File: config.mk
export PLATFORM = sky130hd
export DESIGN_NAME = right_shifter_seq
export DESIGN_NICKNAME = d
export VERILOG_FILES = /design/src/rtl/shifter_pkg.sv /design/src/rtl/shr1_step.sv /design/src/rtl/right_shifter_seq.sv
export SDC_FILE = /design/constraint.sdc
export NUM_CORES = 1
export LEC_CHECK = 0
export BUFFER_PORTS_ARGS = -buffer_cell sky130_fd_sc_hd__buf_2
export CAP_MARGIN = 20
export CELL_PAD_IN_SITES_DETAIL_PLACEMENT = 1
export CELL_PAD_IN_SITES_GLOBAL_PLACEMENT = 2
export CORE_UTILIZATION = 29
export DETAILED_ROUTE_END_ITERATION = 10
export PLACE_DENSITY_LB_ADDON = 0.1
export SLEW_MARGIN = 0
export SYNTH_ARGS = -nofsm -noshare
export SYNTH_HDL_FRONTEND = slang
export SYNTH_HIERARCHICAL = 1
export SYNTH_SLANG_ARGS = --single-unit
File: constraint.sdc
create_clock -name clk -period 1.65 [get_ports clk]
set_clock_uncertainty 0.2 [all_clocks]
set_input_delay 0.495 -clock clk [delete_from_list [all_inputs] [get_ports clk]]
set_output_delay 0.495 -clock clk [all_outputs]
set_load 0.01 [all_outputs]
File: src/rtl/shifter_pkg.sv
// shifter_pkg
// Shared types and constants for the shifter family.
//   state_t     : FSM state encoding for sequential shifters (IDLE, SHIFT)
//   OP_LOGICAL  : operation select, zero-fill shift
//   OP_ROTATE   : operation select, rotate
// The operation encoding is common with the combinational left barrel shifter.
package shifter_pkg;

  typedef enum logic {
    IDLE  = 1'b0,
    SHIFT = 1'b1
  } state_t;

  localparam logic OP_LOGICAL = 1'b0;
  localparam logic OP_ROTATE  = 1'b1;

endpackage

File: src/rtl/shr1_step.sv
// shr1_step
// Combinational one-position right shift.
//   WIDTH     : data width (>= 2)
//   din       : input word
//   operation : OP_ROTATE moves bit 0 into the MSB, OP_LOGICAL fills the MSB with 0
//   dout      : shifted word
module shr1_step
  import shifter_pkg::*;
#(
  parameter int WIDTH = 4
) (
  input  logic [WIDTH-1:0] din,
  input  logic             operation,
  output logic [WIDTH-1:0] dout
);

  logic fill;

  assign fill = (operation == OP_ROTATE) ? din[0] : 1'b0;
  assign dout = {fill, din[WIDTH-1:1]};

endmodule

File: src/rtl/right_shifter_seq.sv
// right_shifter_seq
// Sequential right shifter / rotator, one bit position per clock.
//   WIDTH     : data width, power of two, >= 2
//   SHW       : shift-amount width, derived from WIDTH (do not override)
//   clk       : clock, rising edge
//   rst       : asynchronous active-high reset
//   start     : request, sampled only while idle
//   datos     : operand, sampled with start
//   shift     : shift amount 0..WIDTH-1, sampled with start
//   operation : 1 = rotate right, 0 = logical shift right
//   busy      : high while a shift is in progress
//   done      : one-cycle pulse, salida valid from this cycle
//   salida    : result, held until the next result is written
//
// state | meaning
// ------+--------------------------------------------------------------
// IDLE  | waiting for start; salida holds the last result
// SHIFT | shifting work one position per edge until cnt reaches zero,
//       | then publishing the result and pulsing done
module right_shifter_seq
  import shifter_pkg::*;
#(
  parameter int WIDTH = 4,
  parameter int SHW   = $clog2(WIDTH)
) (
  input  logic             clk,
  input  logic             rst,
  input  logic             start,
  input  logic [WIDTH-1:0] datos,
  input  logic [SHW-1:0]   shift,
  input  logic             operation,
  output logic             busy,
  output logic             done,
  output logic [WIDTH-1:0] salida
);

  state_t           state;
  logic [WIDTH-1:0] work;
  logic [WIDTH-1:0] work_next;
  logic [SHW-1:0]   cnt;
  logic             op_q;

  shr1_step #(
    .WIDTH(WIDTH)
  ) u_step (
    .din      (work),
    .operation(op_q),
    .dout     (work_next)
  );

  always_ff @(posedge clk or posedge rst) begin
    if (rst) begin
      state  <= IDLE;
      work   <= '0;
      cnt    <= '0;
      op_q   <= OP_LOGICAL;
      salida <= '0;
      done   <= 1'b0;
    end else begin
      // done is a pulse: cleared unless the SHIFT branch sets it below
      done <= 1'b0;
      case (state)
        IDLE: begin
          if (start) begin
            work  <= datos;
            cnt   <= shift;
            op_q  <= operation;
            state <= SHIFT;
          end
        end
        SHIFT: begin
          if (cnt != '0) begin
            work <= work_next;
            cnt  <= cnt - SHW'(1);
          end else begin
            salida <= work;
            done   <= 1'b1;
            state  <= IDLE;
          end
        end
        default: state <= IDLE;
      endcase
    end
  end

  assign busy = (state == SHIFT);

endmodule

==> results.py, run 1 <==
metrics = {
    "outcome": {
        "status": "finished clean",
    },
    "power_and_ir_drop": {
        "p_seq_share_pct": 43.0,
        "peakVddDrop_mv": 0.722,
        "leakage_nw": 0.359,
        "combPwrFrac_pct": 42.5,
        "switching_share_pct": 37.7,
        "power_density_nw_per_um2": 1940,
        "intPower_mw": 0.822,
        "p_clk_share_pct": 14.6,
        "p_switching_mw": 0.498,
    },
    "setup_path": {
        "path_class": "flip-flop to output pin",
        "start_kind": "flip-flop",
        "endpoint_kind": "output pin",
        "slowest_stage": "dfrtp_2",
        "worstPathArrival_ns": 0.89,
        "cp_top_family": "flip-flops",
        "crit_chain": "buf_2",
        "worst-path-buf-inv": 1,
        "required_ns": 0.95,
        "max_stage_delay_ns": 0.46,
        "cp_max_fo": 7,
    },
    "clock_tree": {
        "cts_root_buf": "clkbuf_4",
        "cts_tree": "yes",
        "cts_buffer_depth": 2,
        "numCtsBuffers": 3,
        "clock-sinks": 13,
        "clkTransAtPathRegs_ns": 0.08,
        "htree_num_levels": 1,
        "cts_setup_buffers": 0,
        "clkLatencyLatePin_ns": 0.27,
        "holdBufCountCts": 0,
    },
    "synthesis": {
        "synth_flop_cell": "dfrtp_1",
        "synthArstFlopShare_pct": 100,
        "synth.most_common_cell": "dfrtp_1",
        "avgSynthCellArea_um2": 10.3,
        "yosys.area.top_type": "dfrtp_1",
        "yosys-top-cells-count": "13 x dfrtp_1, 9 x inv_1, 7 x a21oi_1, 5 x o22ai_1",
        "synth-edff-count": 0,
        "synth_top_area_share_pct": 56.4,
        "postSynthCellCount": 56,
        "syn-cell-area_um2": 577,
        "yosys-top-cells-area": "dfrtp_1 56%, a21oi_1 6.1%, inv_1 5.9%",
        "synth-seq-cells": 13,
        "yosysUniqueCellTypes": 17,
        "ys_seq_area_share_pct": 56.4,
        "syn-num-nets": 67,
        "yosys_warnings": 6,
    },
    "grt": {
        "grt_overflow_total": 0,
        "grt_max_degree": 14,
        "grt_pass1_wl_um": 1790,
        "grtUsageTotal_pct": 12.5,
        "first_global_vias": 428,
        "antenna_found_initial": 0,
    },
    "finish": {
        "area_growth_pct": 18.0,
        "final_util_pct": 37.8,
        "fill_cells": 224,
        "drive_above_1_share_pct": 32.4,
        "nets": 83,
        "antenna_cells": 0,
    },
    "sta": {
        "fin_ws_ns": 0.0677,
        "hold_viol_final": 0,
        "finalSetupViolations": 0,
        "final_max_slew_viol_count": 0,
        "period_share_pct": 95.9,
        "setup_tns_ns": 0,
        "min_period_ns": 1.58,
        "tightest_slew_ns": 0.486,
        "rsz0062_at_grt": "no",
        "fmax_ghz": 0.632,
        "holdWs_ns": 0.0252,
        "relSlewSlack_pct": 67.6,
    },
    "floorplanning": {
        "core_area_um2": 1800,
        "initial_core_util_pct": 32.0,
        "pin_count": 16,
        "die_w_um": 46.6,
        "dieArea_um2": 2170,
        "num_rows": 15,
        "die_h_um": 46.6,
    },
    "routing": {
        "drcViolationCount": 0,
        "vias": 414,
        "vias_per_cell": 4.31,
        "dr.pass1.iters": 2,
        "routed_wirelength_um": 1070,
        "drtIter0Drc": 6,
        "routedWlPerCell_um": 11.1,
        "drtAntennaViolNets": 0,
    },
    "flow_run": {
        "cap_violations": 0,
    },
    "placed_design": {
        "place.detailed.hpwl_um": 839,
        "io_buffers": 15,
        "post-place-ws_ns": 0.196,
        "gp_congestion": 0.688,
    },
    "min_path": {
        "hp-class": "input pin to asynchronous set/reset pin",
    },
}
-- placed cells by master, fill, tap and decap left out --
cell type	netlist	final
a21oi_1	7	7
o21ai_2	1	1
a211oi_1	1	1
nand2b_4	1	1
buf_2	0	15
dfrtp_2	0	1
o22ai_1	5	5
mux2_4	1	1
inv_1	9	9
nor2b_1	1	1
nor2_1	1	1
clkbuf_1	0	1
clkbuf_4	0	3
and2_1	1	1
nand2_2	1	1
dfrtp_1	13	12
nand2_1	4	4
o21ai_0	4	4
ha_1	1	1
nand2b_1	1	1
-- registers in the layout, summed over array words and instances (netlist names) --
signal / cells
busy: 1
cnt: 2
done: 1
op_q: 1
salida: 4
work: 4
-- layout make-up --
cell class                      count  area [um^2]  share of cell area (%)
Sequential cell                    13          327                    48.0
Multi-Input combinational cell     30          188                    27.6
Timing Repair Buffer               15         75.1                    11.0
Inverter                            9         33.8                    4.96
Tap cell                           25         31.3                    4.60
Clock buffer                        4         26.3                    3.86
-- kinds of logic (layout without fill, tap and decap cells) --
group                    after synthesis  after routing  synth area share [%]
AO/OA/AOI/OAI                         18             18                  17.8
flip-flops                            13             13                  56.4
buffers and inverters                 13             28                  11.1
AND/OR/NAND/NOR                       10             10                  9.98
adder cells (fa/ha/maj)                1              1                  2.17
multiplexers                           1              1                  2.60
-- per-layer routing --
metal	vias up	GRT usage, %	share of wire [%]
met5	-	0	0
met1	185	14.3	47
met3	2	7.06	6.8
met2	13	18.9	45
li1	214	-	-
met4	0	5.29	0.94
-- metrics by stage --
step                      power [mW]  instances  cell area [um^2]
final                           1.32         96               681
after global routing            1.46         96               681
after CTS                       1.34         96               679
after detailed placement        1.15         92               653
after global placement          1.15         92               653
after floorplan                 1.03         56               577
-- power by group through the flow --
stage	Clock (mW)	Combinational, mW	Sequential [mW]
final	0.192	0.560	0.567
after global routing	0.219	0.650	0.586
after CTS	0.204	0.571	0.569
after detailed placement	0	0.570	0.575
after global placement	0	0.571	0.577
after floorplan	0	0.439	0.593
-- path summary, 6_finish.rpt --
kind                            from        end  slack (ns)  cells past startpoint
max in group asynchronous        rst       busy        0.87                      2
setup / recovery                busy       busy        0.07                      1
hold / removal                   rst  salida[1]        0.03                      2
hold reg to reg            salida[3]  salida[3]        0.28                      2
min in group clk           operation       op_q        0.25                      2
setup reg to reg              cnt[1]    work[2]        0.20                      5
-- what timing repair did --
| item | CTS | global route |
|---|---|---|
| setup endpoints to repair | 0 | 1 |
| gates resized for setup | 0 | 1 |
| hold endpoints to repair | 0 | 0 |
No activity file was read; power rests on OpenSTA's default activity.
==> inputs of run 2 (changes only) <==
--- a/config.mk
+++ b/config.mk
@@ -6,12 +6,13 @@
 export NUM_CORES = 1
 export LEC_CHECK = 0
 export BUFFER_PORTS_ARGS = -buffer_cell sky130_fd_sc_hd__buf_2
-export CAP_MARGIN = 20
 export CELL_PAD_IN_SITES_DETAIL_PLACEMENT = 1
 export CELL_PAD_IN_SITES_GLOBAL_PLACEMENT = 2
 export CORE_UTILIZATION = 29
+export CTS_BUF_LIST = sky130_fd_sc_hd__clkbuf_16
 export DETAILED_ROUTE_END_ITERATION = 10
 export PLACE_DENSITY_LB_ADDON = 0.1
+export REMOVE_ABC_BUFFERS = 1
 export SLEW_MARGIN = 0
 export SYNTH_ARGS = -nofsm -noshare
 export SYNTH_HDL_FRONTEND = slang
==> results.py, run 2 (synthesis results as in run 1) <==
metrics = {
    "clock_tree": {
        "cts_buffer_depth": 2,
        "cts_setup_buffers": 0,
        "clock-sinks": 13,
        "numCtsBuffers": 3,
        "holdBufCountCts": 0,
        "postCtsResizedCells": 0,
        "cts_tree": "yes",
        "htree_num_levels": 1,
        "cts_root_buf": "clkbuf_16",
        "clkLatencyLatePin_ns": 0.24,
        "clkTransAtPathRegs_ns": 0.04,
    },
    "grt": {
        "first_global_vias": 424,
        "antenna_found_initial": 0,
        "grt_pass1_wl_um": 1830,
        "grt_overflow_total": 0,
        "grt_max_degree": 14,
        "grtUsageTotal_pct": 13.1,
    },
    "sta": {
        "rsz0062_at_grt": "no",
        "tightest_slew_ns": 0.511,
        "min_period_ns": 1.58,
        "finalSetupViolations": 0,
        "fmax_ghz": 0.633,
        "final_max_slew_viol_count": 0,
        "hold_viol_final": 0,
        "period_share_pct": 95.7,
        "setup_tns_ns": 0,
        "relSlewSlack_pct": 65.9,
    },
    "setup_path": {
        "cp_top_family": "flip-flops",
        "worstPathArrival_ns": 0.88,
        "worst-path-buf-inv": 1,
        "slowest_stage": "dfrtp_1",
        "start_kind": "flip-flop",
        "cp_max_fo": 7,
        "path_class": "flip-flop to output pin",
        "required_ns": 0.95,
        "crit_chain": "buf_2",
        "endpoint_kind": "output pin",
        "max_stage_delay_ns": 0.47,
    },
    "power_and_ir_drop": {
        "power_density_nw_per_um2": 2160,
        "leakage_nw": 0.387,
        "finalPower_mw": 1.58,
        "peakVddDrop_mv": 1.10,
    },
    "floorplanning": {
        "die_h_um": 46.6,
        "dieArea_um2": 2170,
        "initial_core_util_pct": 32.0,
        "pin_count": 16,
        "core_area_um2": 1800,
        "die_w_um": 46.6,
        "num_rows": 15,
    },
    "finish": {
        "drive_above_1_share_pct": 31.0,
        "fill_cells": 228,
        "final_util_pct": 40.6,
        "design_area_um2": 732,
        "nets": 83,
        "top_regs": "salida (4), work (4), cnt (2)",
        "final_cell_mix": "15 x buf_2, 13 x dfrtp_1, 10 x inv_1, 7 x a21oi_1, 5 x o22ai_1",
        "antenna_cells": 0,
        "area_growth_pct": 26.9,
        "final_common_cell": "buf_2",
    },
    "placed_design": {
        "io_buffers": 15,
        "place.detailed.hpwl_um": 871,
        "gp_congestion": 0.721,
        "placed_area_um2": 653,
    },
    "routing": {
        "wirelength_met1_um": 548,
        "vias_per_cell": 4.48,
        "routed_wirelength_um": 1160,
        "dr_wl_met3_um": 75,
        "dr.pass1.iters": 3,
        "top_layer": "met4",
        "routedWlPerCell_um": 12.0,
        "vias": 430,
        "route.met2.wl_um": 517,
        "drtIter0Drc": 4,
        "drtAntennaViolNets": 0,
        "drcViolationCount": 0,
    },
    "flow_run": {
        "cap_violations": 0,
    },
    "min_path": {
        "hp-class": "input pin to asynchronous set/reset pin",
    },
    "outcome": {
        "status": "finished clean",
    },
}
==> run 2: changes by cell type in the layout (fill, tap and decap cells not counted) <==
| cell | delta |
|---|---|
| inv_1 | +1 |
| clkbuf_16 | +3 |
| clkbuf_1 | -1 |
| clkbuf_4 | -3 |
| dfrtp_1 | +1 |
| dfrtp_2 | -1 |
==> run 2: final timing paths <==
kind	startpoint	to	slack, ns	cells after the start
min in group clk	salida[2]	salida[2]	0.27	2
max in group asynchronous	rst	cnt[1]	0.82	2
max	busy	busy	0.07	1
min reg2reg	salida[2]	salida[2]	0.27	2
min	rst	done	0.08	2
max reg2reg	cnt[1]	work[1]	0.19	5
==> run 2: power breakdown <==
part | switching [mW] | internal (mW) | total [mW]
Sequential | 0.0847 | 0.481 | 0.566
Combinational | 0.323 | 0.248 | 0.571
Clock | 0.126 | 0.319 | 0.444
Total | 0.534 | 1.05 | 1.58
==> run 2: per-stage QoR <==
stage / cells / setup WS [ns] / hold slack (ns)
global placement: 92 / 0.168 / 0.266
finish: 96 / 0.0702 / 0.0831
detailed placement: 92 / 0.185 / 0.267
global route: 96 / 0.0191 / 0.158
CTS: 96 / 0.0579 / 0.106
floorplan: 52 / 0.344 / 0.172
==> run 2: routing by layer <==
metal | vias to the layer above | GRT usage [%]
met2 | 14 | 18.6
met3 | 2 | 7.45
met4 | 0 | 5.29
met1 | 199 | 16.1
li1 | 215 | -
met5 | - | 0
==> run 2: area by class of cell <==
cell class              count  area [um^2]  share of cell area, %
clock buffers               3         75.1                   10.3
clock inverters             1         3.75                  0.513
inverters                   9         33.8                   4.62
multi-input cells          30          188                   25.6
flip-flops and latches     13          325                   44.4
well taps                  25         31.3                   4.27
repair buffers             15         75.1                   10.3
==> inputs of run 3 (changes only) <==
--- a/config.mk
+++ b/config.mk
@@ -8,7 +8,7 @@
 export BUFFER_PORTS_ARGS = -buffer_cell sky130_fd_sc_hd__buf_2
 export CELL_PAD_IN_SITES_DETAIL_PLACEMENT = 1
 export CELL_PAD_IN_SITES_GLOBAL_PLACEMENT = 2
-export CORE_UTILIZATION = 29
+export CORE_UTILIZATION = 26
 export CTS_BUF_LIST = sky130_fd_sc_hd__clkbuf_16
 export DETAILED_ROUTE_END_ITERATION = 10
 export PLACE_DENSITY_LB_ADDON = 0.1
==> constraint.sdc (replaced) <==
create_clock -name clk -period 1.27 [get_ports clk]
set_clock_uncertainty 0.2 [all_clocks]
set_input_delay 0.381 -clock clk [delete_from_list [all_inputs] [get_ports clk]]
set_output_delay 0.381 -clock clk [all_outputs]
set_load 0.01 [all_outputs]
==> results.py, run 3 (synthesis results as in run 1) <==
metrics = {
    "sta": {
        "holdWs_ns": 0.174,
        "finalSetupViolations": 10,
        "relSlewSlack_pct": 83.7,
        "rsz0062_at_grt": "yes",
        "period_share_pct": 107,
        "fmax_ghz": 0.736,
        "fin_ws_ns": -0.0892,
        "min_period_ns": 1.36,
        "tightest_slew_ns": 0.243,
        "hold_viol_final": 0,
        "final_max_slew_viol_count": 0,
    },
    "flow_run": {
        "cap_violations": 0,
    },
    "clock_tree": {
        "clock-sinks": 13,
        "htree_num_levels": 1,
        "cts_buffer_depth": 2,
        "clkTransAtPathRegs_ns": 0.05,
        "cts_tree": "yes",
        "cts_root_buf": "clkbuf_16",
        "numCtsBuffers": 3,
        "clkLatencyLatePin_ns": 0.24,
    },
    "grt": {
        "grt_overflow_total": 0,
        "grtUsageTotal_pct": 12.9,
        "grt_max_degree": 14,
        "antenna_found_initial": 0,
        "first_global_vias": 489,
        "grt_pass1_wl_um": 2210,
    },
    "setup_path": {
        "crit_chain": "buf_6",
        "slowest_stage": "dfrtp_2",
        "r2r-start": "busy",
        "r2r_slack_ns": -0.09,
        "worstPathArrival_ns": 0.78,
        "r2r_end": "op_q",
        "startpoint": "busy",
        "cp_top_family": "flip-flops",
        "worst-path-buf-inv": 1,
        "r2r_cells": 3,
        "cp_max_fo": 2,
        "path_class": "flip-flop to output pin",
        "required_ns": 0.69,
        "start_kind": "flip-flop",
        "endpoint_kind": "output pin",
        "worstSetupPathDepth": 1,
        "endpoint": "busy",
        "max_stage_delay_ns": 0.42,
    },
    "min_path": {
        "hp-class": "input pin to flip-flop",
    },
    "floorplanning": {
        "die_h_um": 49.1,
        "num_rows": 16,
        "dieArea_um2": 2410,
        "die_w_um": 49.1,
        "pin_count": 16,
        "initial_core_util_pct": 28.5,
        "core_area_um2": 2020,
    },
    "finish": {
        "final_common_cell": "buf_2",
        "fill_cells": 218,
        "final_cell_mix": "13 x buf_2, 12 x dfrtp_1, 9 x buf_4, 8 x inv_1",
        "antenna_cells": 0,
        "design_area_um2": 951,
        "top_regs": "salida (4), work (4), cnt (2)",
        "nets": 96,
        "drive_above_1_share_pct": 58.3,
        "area_growth_pct": 64.9,
    },
    "routing": {
        "drcViolationCount": 0,
        "dr.pass1.iters": 1,
        "drtIter0Drc": 0,
        "vias_per_cell": 4.28,
        "routed_wirelength_um": 1370,
        "vias": 475,
        "drtAntennaViolNets": 0,
        "routedWlPerCell_um": 12.3,
    },
    "placed_design": {
        "placed_area_um2": 706,
        "io_buffers": 15,
        "place.detailed.hpwl_um": 891,
        "gp_congestion": 0.676,
    },
    "power_and_ir_drop": {
        "finalPower_mw": 2.70,
        "power_density_nw_per_um2": 2840,
        "leakage_nw": 0.472,
        "peakVddDrop_mv": 1.03,
    },
    "outcome": {
        "status": "finished, violations left",
        "violations": "negative setup slack",
    },
}
[run 3: cell count changes in the layout (fill, tap and decap cells not counted), moves of 2 or more]
cell | before | now
o22ai_1 | 5 | 1
buf_2 | 15 | 13
inv_1 | 10 | 8
o22ai_2 | 0 | 4
buf_4 | 0 | 9
inv_2 | 0 | 2
a21oi_2 | 0 | 4
a21oi_1 | 7 | 3
buf_6 | 0 | 4
[run 3: power breakdown]
part / internal (mW) / switching, mW
logic: 0.747 / 0.625
clock network: 0.415 / 0.171
registers: 0.629 / 0.116
[run 3: repair_timing]
item	4_1_cts	5_1_grt
resized for setup	10	13
endpoints found under the hold margin	13	0
hold buffers	1	0
pin swaps	1	2
endpoints found under the setup margin	18	18
setup buffers	5	2
[run 3: stage by stage]
| stage | setup WS [ns] | setup TNS (ns) | utilization (%) | std cells |
|---|---|---|---|---|
| floorplan | -0.0363 | -0.204 | - | 52 |
| finish | -0.0892 | -0.497 | 47.0 | 111 |
| global route | -0.115 | -1.13 | 47.0 | 111 |
| detailed placement | -0.113 | -0.733 | 34.9 | 99 |
| CTS | -0.0916 | -0.631 | 42.9 | 109 |
| global placement | -0.0935 | -0.505 | 34.9 | 99 |
[run 3: metal layers]
metal	wire (um)	share of wire (%)	global-route usage, %	up-vias
met2	629	46	19.2	16
met3	58	4.2	3.12	4
met1	657	48	15.7	216
met4	22	1.6	10.3	0
li1	-	-	-	239
met5	0	0	0	-
[run 3: layout make-up]
cell class | instances | area, um^2 | share of cell area [%]
timing repair buffer | 28 | 208 | 21.8
inverter | 9 | 33.8 | 3.55
clock buffer | 3 | 75.1 | 7.89
multi-input combinational | 30 | 270 | 28.4
sequential | 13 | 327 | 34.3
tap | 27 | 33.8 | 3.55
clock inverter | 1 | 3.75 | 0.395
[run 3: how the worst min path moves through the flow]
stage,start,endpoint,slack (ns),cells after the start
final,operation,op_q,0.17,2
after global routing,operation,op_q,0.18,2
after CTS,operation,op_q,0.18,2
after detailed placement,rst,done,0.19,3
after global placement,rst,done,0.18,3
after floorplan,rst,busy,0.06,1
